File: config.mk
export PLATFORM = sky130hd
export DESIGN_NAME = md_issue_ctrl_flat
export DESIGN_NICKNAME = d
export VERILOG_FILES = /design/src/rtl/md_issue_ctrl_if.sv /design/src/rtl/md_issue_ctrl.sv /design/src/flat_wrapper.sv
export SDC_FILE = /design/constraint.sdc
export NUM_CORES = 1
export LEC_CHECK = 0
export ABC_AREA = 1
export CAP_MARGIN = 15
export CORE_AREA = 3 3 119 121
export DETAILED_ROUTE_END_ITERATION = 10
export DIE_AREA = 0 0 122 124
export GPL_TIMING_DRIVEN = 0
export PLACE_DENSITY_LB_ADDON = 0.15
export SYNTH_ARGS = -nofsm -noshare
export SYNTH_HDL_FRONTEND = slang
export SYNTH_SLANG_ARGS = --single-unit
File: constraint.sdc
create_clock -name clk -period 1.8 [get_ports clk]
set_clock_uncertainty 0.1 [all_clocks]
set_input_delay 0.45 -clock clk [delete_from_list [all_inputs] [get_ports clk]]
set_output_delay 0.45 -clock clk [all_outputs]
set_load 0.05 [all_outputs]
File: src/rtl/md_issue_ctrl_if.sv
// ---------------------------------------------------------------------------
// md_issue_ctrl_if -- handshake bundle between the multiply/divide issue
// controller and the multiply/divide execution unit.
//
// Signals:
//   mdu_src0, mdu_src1  operands presented to the unit
//   mdu_op              01 = multiply, 10 = divide
//   mdu_sign            1 = signed operation
//   mdu_in_valid        request valid          (controller -> unit)
//   mdu_in_ready        unit accepts request   (unit -> controller)
//   mdu_out_valid       result valid           (unit -> controller)
//   mdu_out_ready       controller takes result (controller -> unit)
//   mdu_res0, mdu_res1  result LO / HI
//
// Modports: master = issue controller, slave = execution unit.
// ---------------------------------------------------------------------------
interface md_issue_ctrl_if;
   logic [31:0] mdu_src0;
   logic [31:0] mdu_src1;
   logic [1:0]  mdu_op;
   logic        mdu_sign;
   logic        mdu_in_valid;
   logic        mdu_in_ready;
   logic        mdu_out_valid;
   logic        mdu_out_ready;
   logic [31:0] mdu_res0;
   logic [31:0] mdu_res1;

   modport master (
      output mdu_src0, mdu_src1, mdu_op, mdu_sign, mdu_in_valid, mdu_out_ready,
      input  mdu_in_ready, mdu_out_valid, mdu_res0, mdu_res1
   );

   modport slave (
      input  mdu_src0, mdu_src1, mdu_op, mdu_sign, mdu_in_valid, mdu_out_ready,
      output mdu_in_ready, mdu_out_valid, mdu_res0, mdu_res1
   );
endinterface

File: src/rtl/md_issue_ctrl.sv
// ---------------------------------------------------------------------------
// md_issue_ctrl -- issues MULT/MULTU/DIV/DIVU from the E stage to a
// multi-cycle multiply/divide unit, owns the HI/LO registers, serves
// MFHI/MFLO/MTHI/MTLO, and stalls E (and earlier) while an op is in flight.
//
// Ports:
//   clk, reset        clock; synchronous active-high reset
//   e_valid, e_flush  E-stage instruction valid / cancelled this cycle
//   e_mdop            0 NONE,1 MULT,2 MULTU,3 DIV,4 DIVU,5 MFHI,6 MFLO,
//                     7 MTHI,8 MTLO, others NONE
//   e_rs, e_rt        forwarded operands
//   mdu               md_issue_ctrl_if.master, handshake to the unit
//   md_stall          freeze E and earlier
//   md_busy           an op is in flight
//   mf_data           MFHI/MFLO read data
//   hi, lo            architectural HI/LO
//
// Configuration:
//   MD_DIV0_SKIP_EN   when defined, DIV/DIVU with e_rt == 0 is not issued,
//                     does not stall and leaves HI/LO unchanged.
// ---------------------------------------------------------------------------
module md_issue_ctrl (
   input  logic                  clk,
   input  logic                  reset,
   input  logic                  e_valid,
   input  logic                  e_flush,
   input  logic [3:0]            e_mdop,
   input  logic [31:0]           e_rs,
   input  logic [31:0]           e_rt,
   md_issue_ctrl_if.master       mdu,
   output logic                  md_stall,
   output logic                  md_busy,
   output logic [31:0]           mf_data,
   output logic [31:0]           hi,
   output logic [31:0]           lo
);

   typedef enum logic [3:0] {
      OP_NONE  = 4'd0,
      OP_MULT  = 4'd1,
      OP_MULTU = 4'd2,
      OP_DIV   = 4'd3,
      OP_DIVU  = 4'd4,
      OP_MFHI  = 4'd5,
      OP_MFLO  = 4'd6,
      OP_MTHI  = 4'd7,
      OP_MTLO  = 4'd8
   } md_op_e;

   typedef enum logic {
      S_IDLE = 1'b0,
      S_BUSY = 1'b1
   } state_e;

   state_e state_q;
   state_e state_d;

   logic e_live;
   logic is_mul;
   logic is_div;
   logic is_md_op;
   logic div0_skip;
   logic start;
   logic complete;
   logic mt_write;

   // Instruction decode; codes 9..15 decode as NONE.
   assign is_mul   = (e_mdop == OP_MULT) || (e_mdop == OP_MULTU);
   assign is_div   = (e_mdop == OP_DIV)  || (e_mdop == OP_DIVU);
   assign is_md_op = (e_mdop >= OP_MULT) && (e_mdop <= OP_MTLO);

   // Reset gating keeps mdu_in_valid and md_stall low while reset is held.
   assign e_live   = !reset && e_valid && !e_flush;

`ifdef MD_DIV0_SKIP_EN
   assign div0_skip = is_div && (e_rt == 32'd0);
`else
   assign div0_skip = 1'b0;
`endif

   // Operands are taken straight from E; E is frozen by md_stall while the
   // request waits for mdu_in_ready, so they hold without extra registers.
   assign mdu.mdu_src0 = e_rs;
   assign mdu.mdu_src1 = e_rt;
   assign mdu.mdu_op   = is_mul ? 2'b01 : 2'b10;
   assign mdu.mdu_sign = (e_mdop == OP_MULT) || (e_mdop == OP_DIV);

   // NOTE: every signal driven here gets a default first, so no path through
   // the case statement can leave a value unassigned and infer a latch.
   always_comb begin
      state_d           = state_q;
      start             = 1'b0;
      complete          = 1'b0;
      md_stall          = 1'b0;
      mdu.mdu_in_valid  = 1'b0;
      mdu.mdu_out_ready = 1'b0;
      case (state_q)
         S_IDLE: begin
            start            = e_live && (is_mul || is_div) && !div0_skip;
            mdu.mdu_in_valid = start;
            // Only a request the unit refuses holds E back; an accepted
            // MULT/DIV leaves E this cycle.
            md_stall         = start && !mdu.mdu_in_ready;
            if (start && mdu.mdu_in_ready) begin
               state_d = S_BUSY;
            end
         end
         S_BUSY: begin
            mdu.mdu_out_ready = 1'b1;
            // Any MD op waits, even in the completion cycle, so it sees the
            // HI/LO written at this edge when it proceeds next cycle.
            md_stall          = e_live && is_md_op;
            complete          = mdu.mdu_out_valid;
            if (mdu.mdu_out_valid) begin
               state_d = S_IDLE;
            end
         end
         default: state_d = S_IDLE;
      endcase
   end

   assign mt_write = e_live && !md_stall;

   // NOTE: sequential state uses non-blocking assignments so every register
   // samples pre-edge values regardless of statement order.
   always_ff @(posedge clk) begin
      if (reset) begin
         state_q <= S_IDLE;
      end else begin
         state_q <= state_d;
      end
   end

   // Unit results take priority; an MTHI/MTLO cannot coincide with a
   // completion because it is stalled while BUSY.
   always_ff @(posedge clk) begin
      if (reset) begin
         hi <= 32'd0;
         lo <= 32'd0;
      end else if (complete) begin
         lo <= mdu.mdu_res0;
         hi <= mdu.mdu_res1;
      end else if (mt_write && (e_mdop == OP_MTHI)) begin
         hi <= e_rs;
      end else if (mt_write && (e_mdop == OP_MTLO)) begin
         lo <= e_rs;
      end
   end

   assign md_busy = (state_q == S_BUSY);
   assign mf_data = (e_mdop == OP_MFHI) ? hi : lo;

endmodule

File: src/flat_wrapper.sv
// flat-port wrapper written by rule: the top's interface ports become plain ports
module md_issue_ctrl_flat 
  (clk, reset, e_valid, e_flush, e_mdop, e_rs, e_rt, md_stall, md_busy, mf_data, hi, lo, mdu_mdu_src0, mdu_mdu_src1, mdu_mdu_op, mdu_mdu_sign, mdu_mdu_in_valid, mdu_mdu_out_ready, mdu_mdu_in_ready, mdu_mdu_out_valid, mdu_mdu_res0, mdu_mdu_res1);
  md_issue_ctrl_if mdu_i ();
  input  logic clk;
  input  logic reset;
  input  logic e_valid;
  input  logic e_flush;
  input  logic [3:0] e_mdop;
  input  logic [31:0] e_rs;
  input  logic [31:0] e_rt;
  output logic md_stall;
  output logic md_busy;
  output logic [31:0] mf_data;
  output logic [31:0] hi;
  output logic [31:0] lo;
  output wire logic [$bits(mdu_i.mdu_src0)-1:0] mdu_mdu_src0;
  output wire logic [$bits(mdu_i.mdu_src1)-1:0] mdu_mdu_src1;
  output wire logic [$bits(mdu_i.mdu_op)-1:0] mdu_mdu_op;
  output wire logic [$bits(mdu_i.mdu_sign)-1:0] mdu_mdu_sign;
  output wire logic [$bits(mdu_i.mdu_in_valid)-1:0] mdu_mdu_in_valid;
  output wire logic [$bits(mdu_i.mdu_out_ready)-1:0] mdu_mdu_out_ready;
  input wire logic [$bits(mdu_i.mdu_in_ready)-1:0] mdu_mdu_in_ready;
  input wire logic [$bits(mdu_i.mdu_out_valid)-1:0] mdu_mdu_out_valid;
  input wire logic [$bits(mdu_i.mdu_res0)-1:0] mdu_mdu_res0;
  input wire logic [$bits(mdu_i.mdu_res1)-1:0] mdu_mdu_res1;
  assign mdu_mdu_src0 = mdu_i.mdu_src0;
  assign mdu_mdu_src1 = mdu_i.mdu_src1;
  assign mdu_mdu_op = mdu_i.mdu_op;
  assign mdu_mdu_sign = mdu_i.mdu_sign;
  assign mdu_mdu_in_valid = mdu_i.mdu_in_valid;
  assign mdu_mdu_out_ready = mdu_i.mdu_out_ready;
  assign mdu_i.mdu_in_ready = mdu_mdu_in_ready;
  assign mdu_i.mdu_out_valid = mdu_mdu_out_valid;
  assign mdu_i.mdu_res0 = mdu_mdu_res0;
  assign mdu_i.mdu_res1 = mdu_mdu_res1;
  md_issue_ctrl u_core (.clk(clk), .reset(reset), .e_valid(e_valid), .e_flush(e_flush), .e_mdop(e_mdop), .e_rs(e_rs), .e_rt(e_rt), .mdu(mdu_i), .md_stall(md_stall), .md_busy(md_busy), .mf_data(mf_data), .hi(hi), .lo(lo));
endmodule
Word level (Yosys, flattened, before mapping)

Cells that the tools add are included.

Order comparisons: 2
Equal/unequal tests: 8
Muxes and demuxes: 14
Bitwise gates (word level): 1
Reduce and logical (&&, ||, !) cells: 21

Operators with widths:

| kind                                                                    | number |
|---|---|
| 32-bit two-way mux                                                      | 6 |
| 4-bit by 3-bit == test with 1-bit output, second input constant         | 3 |
| 1-bit logical AND                                                       | 10 |
| 4-bit by 2-bit == test with 1-bit output, second input constant         | 2 |
| 1-bit two-way mux                                                       | 5 |
| 4-bit by 1-bit == test with 1-bit output, second input constant         | 1 |
| 4-bit == test, second input constant                                    | 1 |
| 4-bit by 1-bit >= comparator with 1-bit output, second input constant   | 1 |
| 4-bit <= comparator, second input constant                              | 1 |
| 1-bit zero test                                                         | 4 |
| 1-bit logical OR                                                        | 4 |
| 1-bit case mux with 2 select lines                                      | 2 |
| 2-bit nonzero test                                                      | 2 |
| 2-bit two-way mux                                                       | 1 |
| 2-bit by 1-bit inequality test with 1-bit output, second input constant | 1 |
| 2-bit AND reduction                                                     | 1 |
| 1-bit NOT                                                               | 1 |

Bits in registers: 65
Input port bits: 138
Output and inout bits: 167
Word-level logic and storage cells: 49

Longest topological paths before layout

Gate-level depths: netlist (run 1).

Depth after elaboration: 12
Depth in mapped cells: 10
Gate-level depth less buffers: 9

Least setup slack after synthesis (run 1)

No wires, ideal clock.

Kind: input -> output
From: in e_mdop[2]
To: out mf_data[0]
Data arrival time: 2,165 ps
Slack: -915 ps
Stages: 5
Path through: inv_1 > nor2_1 > nand3_1 > clkbuf_1 > o21ai_0

Word-level cells in the longest chain between the ends: 2

Ends and longest elaborated chain:

| what                                     | line                 | text |
|---|---|---|
| start: declaration                       | flat_wrapper.sv:9    | `input logic [3:0] e_mdop;` |
| 4-bit by 3-bit == test with 1-bit output | md_issue_ctrl.sv:151 | `assign mf_data = (e_mdop == OP_MFHI) ? hi : lo;` |
| 32-bit two-way mux                       | md_issue_ctrl.sv:151 |  |
| end: declaration                         | flat_wrapper.sv:14   | `output logic [31:0] mf_data;` |

Every way passes these cells.

Worst setup path in the final report (run 1)

From: in e_mdop[2]
To: out mf_data[24]

The elaborated chain is that of the path after synthesis.

==> results of run 1 <==
[placed cells by master, fill, tap and decap left out, types with 14 or more instances in the layout]
cell / Yosys / layout
nor2_1: 70 / 65
o21ai_4: 0 / 31
a21oi_2: 0 / 14
buf_6: 0 / 53
dfxtp_1: 65 / 64
nand3_2: 2 / 21
buf_8: 0 / 18
clkbuf_2: 0 / 40
clkdlybuf4s50_1: 0 / 94
clkbuf_16: 0 / 20
nand2_1: 204 / 172
dlygate4sd2_1: 0 / 67
clkbuf_1: 43 / 15
nand2_2: 0 / 25
buf_4: 73 / 98
nand3_1: 130 / 109
inv_1: 74 / 68
a21oi_1: 65 / 49
[cells in the mapped netlist, drive strengths merged]
| master | instances | area (µm²) |
|---|---|---|
| nor3 | 2 | 10.0 |
| nand3 | 132 | 671 |
| nor2 | 70 | 263 |
| o21ai | 33 | 165 |
| a21oi | 65 | 325 |
| buf | 79 | 577 |
| inv | 75 | 282 |
| nand2 | 204 | 766 |
| or2 | 1 | 6.26 |
| nand4 | 2 | 42.5 |
| dfxtp | 65 | 1300 |
| clkbuf | 43 | 161 |
[worst max-delay path, stage by stage]
cell       delay [ns]
buf_12           0.09
inv_12           0.03
nor2_4           0.15
buf_12           0.12
nand3_4          0.16
clkbuf_16        0.23
o21ai_4          0.14
buf_8            0.16
[final cells by class]
class	instances	area share
plain buffers	122	0.104
clock buffers	12	0.0270
well taps	176	0.0242
clock inverters	1	0.000549
repair buffers	307	0.338
multi-input cells	512	0.330
flip-flops and latches	65	0.143
inverters	75	0.0329
[layer usage]
metal	GRT usage	vias up	routed length (µm)
li1	-	3031	-
met1	0.324	2888	8600
met2	0.453	326	10900
met3	0.0550	43	1840
met4	0.0987	0	675
met5	0	-	0
[kinds of logic after synthesis]
family                 Yosys count  synth area share
DFF                             65             0.285
buffers and inverters          197             0.223
and+or+nand+nor                411             0.385
AOI/OAI and AO/OA               98             0.107
[stage by stage]
stage               setup TNS [ns]  cells  area [µm²]  power [µW]
global placement           -127.68   1219        7980        2740
floorplan                    -1.06    771        5040        2220
global route                -20.06   1270        9120        4480
finish                      -14.04   1270        9120        4350
detailed placement         -127.33   1219        7980        2740
CTS                          -7.08   1249        8570        4300
[registers in the layout (all words and copies together) (netlist names)]
signal          flops
u_core.lo          32
u_core.md_busy      1
u_core.hi          32
[power breakdown]
| part | switching [µW] | internal [µW] | leakage [µW] |
|---|---|---|---|
| clock | 624 | 945 | 0.000124 |
| sequential | 15.0 | 1460 | 0.000525 |
| combinational | 754 | 557 | 0.00389 |
[final timing paths]
kind	startpoint	cells after the start	slack, ns	endpoint
setup reg to reg	u_core.md_busy	9	0.03	u_core.lo[30]
hold / removal	reset	2	0.34	u_core.md_busy
setup / recovery	e_mdop[2]	8	-0.29	mf_data[24]
hold reg to reg	u_core.lo[27]	4	0.47	u_core.lo[27]
[repair_timing]
item / in CTS / in global routing
pin swaps: 14 / 26
gates resized for setup: 697 / 140
hold buffers: 0 / 0
setup endpoints to repair: 231 / 143
buffers inserted: 11 / 12
cloned: 6 / 9
==> results.sh, run 1 <==
export IMPL_status="finished, violations left"
export IMPL_violations="setup timing"
export IMPL_port_buffers=272
export IMPL_gp_congestion=0.869
export IMPL_slew_violations=0
export IMPL_grt_first_pass_wirelength_mm=30.6
export IMPL_die_h_um=124
export IMPL_clockBufferDepth=2
export IMPL_fin_crit_sh=1.16
export IMPL_cts_sinks=65
export IMPL_synth_seq_cells=65
export IMPL_finalHoldViolCount=0
export IMPL_num_vias=6288
export IMPL_nFillCells=1182
export IMPL_finalWorstSetupSlack_ns=-0.292
export IMPL_ctsHtreeMaxLevel=3
export IMPL_dieArea_mm2=0.0151
export IMPL_nets=1230
export IMPL_period_minus_slack_ns=2.09
export IMPL_timing_hold_ws_ns=0.343
export IMPL_worst_endpoint_required_ns=1.25
export IMPL_synth_cell_types=16
export IMPL_drive_above_1_share=0.345
export IMPL_dr_pass1_iters=4
export IMPL_cts_root_buffer="clkbuf_16"
export IMPL_finalCoreUtilization=0.691
export IMPL_cts_buffers=9
export IMPL_avgSynthCellArea_um2=5.93
export IMPL_diodes=0
export IMPL_syn_num_nets=909
export IMPL_place_hpwl_mm=15.2
export IMPL_gr_total_overflow=0
export IMPL_remaining_drc_errors=0
export IMPL_hold_path_class="in -> reg"
export IMPL_tightestPinTransition_ns=0.735
export IMPL_num_rows=42
export IMPL_dp_slack_ns=-1.78
export IMPL_p_leak_uw=0.00454
export IMPL_fmax_mhz=478
export IMPL_antenna_left=0
export IMPL_maxCapViolations=0
export IMPL_ir_drop_v=0.000349
export IMPL_drtIter0Drc=451
export IMPL_wl_mm=22.0
export IMPL_core_region_area_mm2=0.0132
export IMPL_setup_viol=98
export IMPL_floorplan_initialDensity=0.346
export IMPL_powerDensity_mw_per_mm2=478
export IMPL_grt_pass1_vias=5693
export IMPL_syn_instance_count=771
export IMPL_maxSlewHeadroom=0.506
export IMPL_endpoint_kind="output port"
export IMPL_grt_setup_unrepaired="true"
export IMPL_grt_usage=0.263
export IMPL_grt_max_degree=11
export IMPL_cts_tree="built"
export IMPL_clkLatencyLatePin_ns=0.32
export IMPL_worstPathMaxFanout=5
export IMPL_start_kind="primary input"
export IMPL_clkTransAtPathRegs_ns=0.05
export IMPL_cp_arrival_ns=1.54
export IMPL_synthToLayoutAreaGrowth_pct=99.5
export IMPL_ys_warn_count=0
export IMPL_synth_seq_area_share=0.285
export IMPL_post_drt_via_cell_ratio=4.95
export IMPL_io_pins=305
export IMPL_syn_area_mm2=0.00457
export IMPL_final_seq_area_mm2=0.00130
export IMPL_critPathKind="in -> out"
export IMPL_wire_per_inst_um=17.3
export IMPL_multiInputGateArea_mm2=0.00301
export IMPL_grt_antenna_before_repair=0
export IMPL_die_x_um=122
Note: power is estimated with default switching activity, not from simulation.
==> inputs of run 2 (changes only) <==
- REMOVE_ABC_BUFFERS: default -> 1
==> results.sh, run 2 (synthesis results as in run 1) <==
export IMPL_status="finished, violations left"
export IMPL_violations="setup timing"
export IMPL_cts_sinks=65
export IMPL_cts_tree="built"
export IMPL_final_seq_area_mm2=0.00131
export IMPL_placed_cells=1071
export IMPL_tightestPinTransition_ns=0.535
export IMPL_num_rows=42
export IMPL_gp_congestion=0.760
export IMPL_maxSlewHeadroom=0.644
export IMPL_core_region_area_mm2=0.0132
export IMPL_period_minus_slack_ns=2.05
export IMPL_post_drt_via_cell_ratio=5.01
export IMPL_ff2ff_path_depth=9
export IMPL_grt_pass1_vias=5290
export IMPL_drive_above_1_share=0.292
export IMPL_grt_first_pass_wirelength_mm=31.1
export IMPL_num_vias=5768
export IMPL_place_hpwl_mm=11.1
export IMPL_slew_violations=0
export IMPL_mostFrequentLayoutCells="nand2_1 (169), nand3_1 (128), clkdlybuf4s50_1 (97), inv_1 (66), nor2_1 (65)"
export IMPL_port_buffers=240
export IMPL_grt_antenna_before_repair=0
export IMPL_nets=1108
export IMPL_io_pins=305
export IMPL_finalHoldViolCount=0
export IMPL_powerDensity_mw_per_mm2=518
export IMPL_diodes=0
export IMPL_cts_buffers=9
export IMPL_whs_endpoint="u_core.md_busy"
export IMPL_die_x_um=122
export IMPL_wire_per_inst_um=18.8
export IMPL_start_kind="primary input"
export IMPL_reg2reg_slack_ns=0.12
export IMPL_synthToLayoutAreaGrowth_pct=75.0
export IMPL_nFillCells=1289
export IMPL_antenna_left=0
export IMPL_fin_crit_sh=1.14
export IMPL_floorplan_initialDensity=0.346
export IMPL_p_leak_uw=0.00385
export IMPL_die_h_um=124
export IMPL_rr_startpoint="u_core.md_busy"
export IMPL_remaining_drc_errors=0
export IMPL_min_from="reset"
export IMPL_grt_setup_unrepaired="true"
export IMPL_layout_commonest_cell="nand2_1"
export IMPL_clockBufferDepth=2
export IMPL_gr_total_overflow=0
export IMPL_finalCoreUtilization=0.606
export IMPL_cp_arrival_ns=1.50
export IMPL_reg2reg_to="u_core.hi[31]"
export IMPL_dieArea_mm2=0.0151
export IMPL_finalWorstSetupSlack_ns=-0.247
export IMPL_critPathKind="in -> out"
export IMPL_grt_max_degree=62
export IMPL_fmax_mhz=489
export IMPL_clkLatencyLatePin_ns=0.33
export IMPL_setup_viol=35
export IMPL_drtIter0Drc=328
export IMPL_ctsHtreeMaxLevel=3
export IMPL_hold_depth=3
export IMPL_dr_pass1_iters=4
export IMPL_worst_endpoint_required_ns=1.25
export IMPL_stdcell_count=1151
export IMPL_hold_path_class="in -> reg"
export IMPL_wl_mm=21.7
export IMPL_worstPathMaxFanout=4
export IMPL_clkTransAtPathRegs_ns=0.05
export IMPL_maxCapViolations=0
export IMPL_setup_tns_ns=-6.75
export IMPL_multiInputGateArea_mm2=0.00289
export IMPL_cts_root_buffer="clkbuf_16"
export IMPL_ir_drop_v=0.000340
export IMPL_grt_usage=0.274
export IMPL_endpoint_kind="output port"
## run 2: metrics by stage
stage | hold WS, ns | total power, µW | setup slack [ns] | area, µm²
final | 0.363 | 4140 | -0.247 | 8000
after global routing | 0.367 | 4290 | -0.286 | 8000
after CTS | 0.331 | 4140 | -0.295 | 7920
after detailed placement | 0.445 | 2360 | -1.99 | 6590
after global placement | 0.444 | 2350 | -6.52 | 6450
after floorplan | 0.419 | 1770 | -4.02 | 3830
## run 2: critical path, stage by stage
cell and delay (ns):
buf_12 0.10, nor2_4 0.13, nand3_4 0.12, buf_6 0.16, buf_12 0.13, buf_16 0.14
nand2_4 0.05, o21ai_2 0.06, buf_6 0.15
## run 2: final cells by class
| cell class | instances | area share |
|---|---|---|
| Timing Repair Buffer | 300 | 0.373 |
| Multi-Input combinational cell | 518 | 0.362 |
| Sequential cell | 65 | 0.163 |
| Inverter | 75 | 0.0391 |
| Clock buffer | 13 | 0.0326 |
| Tap cell | 176 | 0.0275 |
| Clock inverter | 3 | 0.00188 |
| Timing Repair inverter | 1 | 0.00110 |
## run 2: where the power goes
part | switching [µW] | leakage [µW] | total [µW] | internal [µW]
clock network | 650 | 0.000139 | 1650 | 1000
registers | 15.3 | 0.000525 | 1470 | 1460
logic | 587 | 0.00319 | 1010 | 428
total | 1250 | 0.00385 | 4140 | 2890
## run 2: layer usage
metal	share of wire	GRT usage	up-vias
met5	0.0022	0.0278	-
met4	0.013	0.0672	2
met3	0.10	0.0967	26
met2	0.46	0.445	269
met1	0.43	0.348	2652
li1	-	-	2819
## run 2: worst max path at each step
stage                          to         startpoint  slack [ns]  depth (start not counted)
floorplan            u_core.hi[0]     u_core.md_busy       -4.02                          5
global placement    u_core.lo[19]  mdu_mdu_out_valid       -6.52                          6
detailed placement    mf_data[11]          e_mdop[2]       -1.99                          7
CTS                    mf_data[3]          e_mdop[2]       -0.29                          9
global route           mf_data[8]          e_mdop[3]       -0.29                          9
finish                mf_data[11]          e_mdop[3]       -0.25                          9
## run 2: what timing repair did
action	in CTS	in global routing
gates resized for setup	730	100
hold buffers	0	0
pin swaps	20	10
gates cloned	17	1
endpoints found under the setup margin	200	138
setup buffers	45	3
==> inputs of run 3 (changes only) <==
- CAP_MARGIN: 15 -> default
- GPL_ROUTABILITY_DRIVEN: default -> 1
==> results.sh, run 3 (synthesis results as in run 1) <==
export IMPL_status="finished, violations left"
export IMPL_violations="setup timing"
export IMPL_maxCapViolations=0
export IMPL_power_share_clock=0.397
export IMPL_clkTransAtPathRegs_ns=0.05
export IMPL_whs_endpoint="u_core.md_busy"
export IMPL_finalWorstSetupSlack_ns=-0.225
export IMPL_cp_arrival_ns=1.47
export IMPL_start_kind="primary input"
export IMPL_pwr_share_seq=0.353
export IMPL_dr_pass1_iters=5
export IMPL_ctsHtreeMaxLevel=3
export IMPL_setup_viol=41
export IMPL_p_switching_uw=1270
export IMPL_nets=1109
export IMPL_gr_total_overflow=0
export IMPL_drtIter0Drc=385
export IMPL_synthToLayoutAreaGrowth_pct=81.9
export IMPL_maxSlewHeadroom=0.629
export IMPL_clkLatencyLatePin_ns=0.34
export IMPL_grt_usage=0.281
export IMPL_tightestPinTransition_ns=0.555
export IMPL_place_hpwl_mm=11.1
export IMPL_powerDensity_mw_per_mm2=501
export IMPL_endpoint_kind="output port"
export IMPL_finalHoldViolCount=0
export IMPL_sw_frac_of_total=0.304
export IMPL_ir_drop_v=0.000345
export IMPL_rr_startpoint="u_core.md_busy"
export IMPL_hold_depth=3
export IMPL_io_pins=305
export IMPL_placed_cells=1071
export IMPL_hold_path_class="in -> reg"
export IMPL_p_int_uw=2900
export IMPL_die_h_um=124
export IMPL_reg2reg_to="u_core.lo[15]"
export IMPL_nFillCells=1218
export IMPL_post_drt_via_cell_ratio=5.10
export IMPL_core_region_area_mm2=0.0132
export IMPL_gp_congestion=0.760
export IMPL_crit_start="e_mdop[3]"
export IMPL_min_from="mdu_mdu_in_ready"
export IMPL_clockBufferDepth=2
export IMPL_mostFrequentLayoutCells="nand2_1 (166), nand3_1 (112), clkdlybuf4s50_1 (96)"
export IMPL_wl_mm=22.4
export IMPL_grt_first_pass_wirelength_mm=31.6
export IMPL_antenna_left=0
export IMPL_port_buffers=240
export IMPL_remaining_drc_errors=0
export IMPL_ff2ff_path_depth=8
export IMPL_wire_per_inst_um=19.4
export IMPL_worst_endpoint_required_ns=1.25
export IMPL_diodes=0
export IMPL_multiInputGateArea_mm2=0.00298
export IMPL_num_vias=5876
export IMPL_cts_tree="built"
export IMPL_timing_hold_ws_ns=0.354
export IMPL_cts_buffers=9
export IMPL_dp_slack_ns=-1.99
export IMPL_critPathKind="in -> out"
export IMPL_reg2reg_slack_ns=0.06
export IMPL_die_x_um=122
export IMPL_dieArea_mm2=0.0151
export IMPL_fmax_mhz=494
export IMPL_cts_root_buffer="clkbuf_16"
export IMPL_cts_hold_buf=0
export IMPL_period_minus_slack_ns=2.02
export IMPL_slew_violations=0
export IMPL_pwr_share_comb=0.250
export IMPL_grt_setup_unrepaired="true"
export IMPL_cts_sinks=65
export IMPL_final_seq_area_mm2=0.00131
export IMPL_worstPathMaxFanout=7
export IMPL_fin_crit_sh=1.12
export IMPL_setup_tns_ns=-6.53
export IMPL_num_rows=42
export IMPL_layout_commonest_cell="nand2_1"
export IMPL_grt_max_degree=62
export IMPL_drive_above_1_share=0.306
export IMPL_grt_pass1_vias=5284
export IMPL_stdcell_count=1152
export IMPL_p_leak_uw=0.00405
export IMPL_floorplan_initialDensity=0.346
export IMPL_grt_antenna_before_repair=0
==> run 3: changes by cell type in the layout (fill, tap and decap cells not counted), sizes merged <==
cell / before / now
clkdlybuf4s15: 11 / 16
dlygate4sd2: 25 / 26
dlymetal6s2s: 0 / 1
clkdlybuf4s18: 1 / 0
clkdlybuf4s50: 97 / 96
clkbuf: 45 / 41
==> run 3: power groups by stage <==
stage | clock (µW) | sequential (µW) | combinational (µW)
after global routing | 1740 | 1470 | 1100
final | 1650 | 1470 | 1040
after global placement | 0 | 1500 | 850
after floorplan | 0 | 1570 | 197
after detailed placement | 0 | 1500 | 861
after CTS | 1680 | 1470 | 1000
==> run 3: area by class of cell <==
class | instances | share of cell area
clock buffers | 13 | 0.0313
clock inverters | 3 | 0.00181
inverters | 75 | 0.0379
multi-input cells | 518 | 0.359
flip-flops and latches | 65 | 0.157
well taps | 176 | 0.0265
repair buffers | 301 | 0.386
repair inverters | 1 | 0.00105
==> run 3: timing repair <==
item,CTS,global route
buffers inserted,44,2
pin swaps,36,28
gates resized for setup,742,129
setup endpoints to repair,200,133
gates cloned,19,4
==> run 3: per-stage QoR <==
step                      instance area, µm²  total power (µW)   util
after global placement                  6450              2350  0.489
final                                   8310              4170  0.630
after CTS                               7960              4150  0.603
after global routing                    8310              4310  0.630
after detailed placement                6590              2360  0.500
after floorplan                         3830              1770      -
==> run 3: how the worst max path moves through the flow <==
stage / slack, ns / endpoint / depth (start not counted)
after floorplan: -4.02 / u_core.hi[0] / 5
after global placement: -6.52 / u_core.lo[19] / 6
after detailed placement: -1.99 / mf_data[11] / 7
after CTS: -0.21 / mf_data[7] / 8
after global routing: -0.25 / mf_data[15] / 8
final: -0.22 / mf_data[9] / 8
==> run 3: metal layers <==
metal,track usage,vias to the layer above,part of all wire
met3,0.101,27,0.10
met1,0.350,2728,0.42
li1,-,2831,-
met5,0.0278,-,0.0021
met4,0.0749,2,0.017
met2,0.457,288,0.46
==> run 3: critical path: stages <==
cell and delay [ns]:
buf_12 0.11, nor2_4 0.14, buf_6 0.13, buf_12 0.11, nand3_4 0.18, nand2_1 0.11, o21ai_1 0.08, buf_6 0.16
